## config.mk

```make
export PLATFORM = sky130hd
export DESIGN_NAME = mem_dep_wakeup
export DESIGN_NICKNAME = d
export VERILOG_FILES = /design/src/rtl/mem_dep_wakeup.sv
export SDC_FILE = /design/constraint.sdc
export NUM_CORES = 1
export LEC_CHECK = 0
export BUFFER_PORTS_ARGS = -buffer_cell sky130_fd_sc_hd__buf_2
export CAP_MARGIN = 20
export CORE_MARGIN = 4
export CORE_UTILIZATION = 61
export CTS_CLUSTER_SIZE = 20
export DETAILED_ROUTE_END_ITERATION = 16
export PLACE_DENSITY = 0.92
export SYNTH_ARGS = -nofsm -noshare
export SYNTH_HDL_FRONTEND = slang
export SYNTH_SLANG_ARGS = --single-unit
export TNS_END_PERCENT = 100
```

## constraint.sdc

```tcl
create_clock -name clk -period 5.7 [get_ports clk]
set_clock_uncertainty 0.15 [all_clocks]
set_input_delay 0.57 -clock clk [delete_from_list [all_inputs] [get_ports clk]]
set_output_delay 0.57 -clock clk [all_outputs]
set_load 0.02 [all_outputs]
```

## src/rtl/mem_dep_wakeup.sv

```systemverilog
// rtl/mem_dep_wakeup.sv - load/store indetermination matrix consumer: tracks unresolved older stores per load, issues oldest ready load
module mem_dep_wakeup #(
  parameter int DEPTH = 4,
  parameter int IDX_W = 2
) (
  input  logic             clk,
  input  logic             rst,
  input  logic             flush,
  input  logic             alloc_valid,
  input  logic [1:0]       alloc_type,
  output logic             alloc_ready,
  output logic [IDX_W-1:0] alloc_idx,
  input  logic             resolve_valid,
  input  logic [IDX_W-1:0] resolve_idx,
  output logic             issue_valid,
  output logic [IDX_W-1:0] issue_idx,
  input  logic             issue_ready,
  input  logic             commit_valid
);

  logic [DEPTH-1:0] valid, is_load, resolved, issued;
  logic [DEPTH-1:0] dep [DEPTH];
  logic [IDX_W-1:0] head, tail;
  logic [IDX_W:0]   count;

  logic             alloc_fire, resolve_fire, commit_fire, accept;
  logic             alloc_is_load;
  logic [DEPTH-1:0] cand, new_row;
  logic             pick_found;
  logic [IDX_W-1:0] pick_idx;

  assign alloc_ready   = count < (IDX_W+1)'(DEPTH);
  assign alloc_idx     = tail;
  assign alloc_is_load = (alloc_type == 2'b01);
  assign alloc_fire    = alloc_valid & alloc_ready & (alloc_is_load | (alloc_type == 2'b10));
  assign resolve_fire  = resolve_valid & valid[resolve_idx] & ~is_load[resolve_idx];
  assign commit_fire   = commit_valid & valid[head] & (is_load[head] ? issued[head] : resolved[head]);
  assign accept        = issue_valid & issue_ready;

  // The load being accepted this edge is not yet marked issued, so mask it here.
  always_comb begin
    cand    = '0;
    new_row = '0;
    for (int i = 0; i < DEPTH; i++) begin
      cand[i] = valid[i] & is_load[i] & ~issued[i] & ~(|dep[i]) &
                ~(accept && (issue_idx == IDX_W'(i)));
      new_row[i] = valid[i] & ~is_load[i] & ~resolved[i] &
                   ~(resolve_fire && (resolve_idx == IDX_W'(i))) &
                   (tail != IDX_W'(i));
    end
  end

  // Descending scan so the entry closest to head is the one left standing.
  always_comb begin
    pick_found = 1'b0;
    pick_idx   = head;
    for (int k = DEPTH-1; k >= 0; k--) begin
      if (cand[head + IDX_W'(k)]) begin
        pick_found = 1'b1;
        pick_idx   = head + IDX_W'(k);
      end
    end
  end

  always_ff @(posedge clk) begin
    if (!rst || flush) begin
      valid       <= '0;
      is_load     <= '0;
      resolved    <= '0;
      issued      <= '0;
      for (int i = 0; i < DEPTH; i++) dep[i] <= '0;
      head        <= '0;
      tail        <= '0;
      count       <= '0;
      issue_valid <= 1'b0;
      issue_idx   <= '0;
    end else begin
      if (accept) issued[issue_idx] <= 1'b1;

      if (resolve_fire) begin
        resolved[resolve_idx] <= 1'b1;
        for (int i = 0; i < DEPTH; i++) dep[i][resolve_idx] <= 1'b0;
      end

      if (commit_fire) begin
        valid[head] <= 1'b0;
        for (int i = 0; i < DEPTH; i++) dep[i][head] <= 1'b0;
        head <= head + IDX_W'(1);
      end

      // Row write comes last so it overrides any column clears on the new entry.
      if (alloc_fire) begin
        valid[tail]    <= 1'b1;
        is_load[tail]  <= alloc_is_load;
        resolved[tail] <= 1'b0;
        issued[tail]   <= 1'b0;
        dep[tail]      <= alloc_is_load ? new_row : '0;
        tail           <= tail + IDX_W'(1);
      end

      case ({alloc_fire, commit_fire})
        2'b10:   count <= count + (IDX_W+1)'(1);
        2'b01:   count <= count - (IDX_W+1)'(1);
        default: count <= count;
      endcase

      if (!issue_valid || issue_ready) begin
        issue_valid <= pick_found;
        if (pick_found) issue_idx <= pick_idx;
      end
    end
  end

endmodule

```

==> metrics.yaml <==
critical_path:
  r2r_start: "head[0]"
  crit_fanout: 11
  crit_path_end_kind: "register"
  regToRegEndpoint: "count[2]"
  arrival_ps: 2890
  required_ps: 5760
  worstSetupPathType: "reg -> reg"
  r2r_cells: 9
  cp-startpoint: "head[0]"
  cp-start-kind: "register"
  reg2reg_slack_ps: 2870
final_layout:
  antenna_cells: 0
  fin_nets: 277
  syn2layout_area_growth_pct: 9.238
  layout_common_cells: "42 x nand2_1, 34 x nor2_1, 26 x dfxtp_1"
  drive_gt1_share_pct: 14.45
  post-route-util_pct: 70.92
  final_common_cell: "nand2_1"
  fillers: 261
synthesis:
  yosys.area.top_type: "dfxtp_1"
  yosysWarnings: 0
  synth-edff-count: 16
  ys_top_cells_by_area: "dfxtp_1 23%, edfxtp_1 22%, nand2_1 7.1%"
  ys_types: 53
  yosysSeqAreaShare_pct: 44.79
  netlist_area_sq_um: 2235
  netlist.area_leader.share_pct: 23.29
  ys_seq_elements: 42
  syn_area_per_cell_sq_um: 9.550
  ys.flop_type: "dfxtp_1"
  synthArstFlopShare_pct: 0
  synthCells: 234
power_and_ir_drop:
  ir_drop_mv: 0.1687
  p_leak_uw: 0.0009010
  cellPowerDensity_nw_per_um2: 220.8
worst_hold_path:
  hold_path_class: "reg -> reg"
  hp-start: "resolved[2]"
  hold_depth: 2
  min_to: "resolved[2]"
cts:
  cts_tree: "built"
  cts.sinks: 42
  cts_buffers: 5
  clock_latency_ps: 290
  post_cts.repair.setup_buffers: 0
  max-clock-path-buffers: 2
  cts_resized: 0
  holdBufCountCts: 0
  clockRootBuffer: "clkbuf_8"
  htreeDepth: 2
  path_clk_slew_ps: 80
place:
  port_buffers: 16
  dpl.hpwl_mm: 3.736
  place.gp.congestion: 0.9189
timing:
  worstMarginPinSlew_ps: 806.5
  finalCritPeriodShare_pct: 49.57
  setup-tns-final_ps: 0
  final_max_slew_viol_count: 0
  slew_headroom_pct: 46.23
  worst_hold_slack_ps: 350.4
  timing.fmax_ghz: 0.3539
  rsz0062_at_grt: "no"
  layout_min_cycle_time_ps: 2825
  finalSetupViolations: 0
  hold_viol: 0
floorplanning:
  dieWidth_microns: 68.53
  die_height_microns: 68.53
  coreArea_sq_um: 3442
  ios: 17
  start_util_pct: 64.92
  dieArea_sq_um: 4696
  fp-row-count: 21
global_route:
  grt_pass1_wl_mm: 8.418
  grt_max_degree: 21
  antenna_found_initial: 0
  first_global_vias: 1771
  grt_overflow: 0
  gr-usage-all-layers_pct: 24.39
detailed_routing:
  post_drt_wl_per_cell_microns: 16.38
  first_pass_iters: 4
  num_vias: 1837
  drc: 0
  drt_iter0_markers: 171
  antenna_left: 0
  drt_wl_total_mm: 4.946
  avgViaCountPerCell: 6.083
status:
  status: "finished clean"
job:
  drv_cap: 0
## worst max-delay path by stage
stage	endpoint	slack [ps]
2_1_floorplan	count[2]	3060
3_3_place_gp	count[2]	3030
3_5_place_dp	count[2]	2910
4_1_cts	count[2]	2900
5_1_grt	count[2]	2700
6_report	count[2]	2870
## per-layer routing
metal  vias to the layer above  part of all wire, %  global-route usage, %  routed length [microns]
met2                        87                   49                  39.45                     2417
li1                        869                    -                      -                        -
met1                       868                   42                  32.08                     2098
met4                         0                  2.2                  10.42                      111
met3                        13                  6.4                  4.214                      318
met5                         -                    0                      0                        0
## critical path, cell delays in order, from the launching register on
cell     delay [ps]
dfxtp_1         430
inv_1           260
and3_1          200
o311a_1         390
ha_1            280
inv_1            70
fa_1            370
xor2_1          160
or3_1           310
a21oi_1         130
## synth_stat cells (all sizes together), types with 4 or more instances
library cell / count
a21oi: 14
or4: 7
mux2i: 5
nor4bb: 4
o21ai: 4
ha: 10
dfxtp: 26
edfxtp: 16
nor2b: 5
nor2: 34
inv: 10
nand2: 43
## logic make-up after synthesis
| logic type | count (synthesis) | share of synthesized area (%) |
|---|---|---|
| compound gates | 36 | 11.03 |
| xor+xnor | 4 | 1.568 |
| fa+ha+maj | 11 | 6.495 |
| buf+inv | 16 | 3.079 |
| flops | 42 | 44.79 |
| mux | 8 | 4.759 |
| other cells | 1 | 0.1678 |
| simple gates | 116 | 28.11 |
## report_power, final
part / total [uW] / internal (uW) / switching, uW
Combinational: 34.5 / 12.8 / 21.7
Sequential: 321 / 318 / 3.41
Clock: 183 / 84.3 / 98.9
Total: 539 / 415 / 124
## cell type report
cell class              count  area [sq um]  area share, %
multi-input cells         179          1176          48.18
flip-flops and latches     42          1001          41.00
repair buffers             17         87.58          3.588
clock buffers               6         72.57          2.973
well taps                  46         57.56          2.358
inverters                  10         37.54          1.538
clock inverters             2         8.758         0.3588
## registers in the layout, indices dropped and copies added (netlist names)
signal / flops
issued: 4
issue_valid: 1
dep: 16
issue_idx: 2
is_load: 4
head: 2
resolved: 4
count: 3
valid: 4
alloc_idx: 2
## per-stage QoR
step                setup WS [ps]  area, sq um  std cells  power, uW
floorplan                    3056         2246        237      349.5
global placement             3032         2360        294      360.2
detailed placement           2909         2360        294      362.2
CTS                          2897         2441        302      538.1
global route                 2699         2441        302      556.1
finish                       2875         2441        302      538.9
No activity file was read; power rests on OpenSTA's default activity.
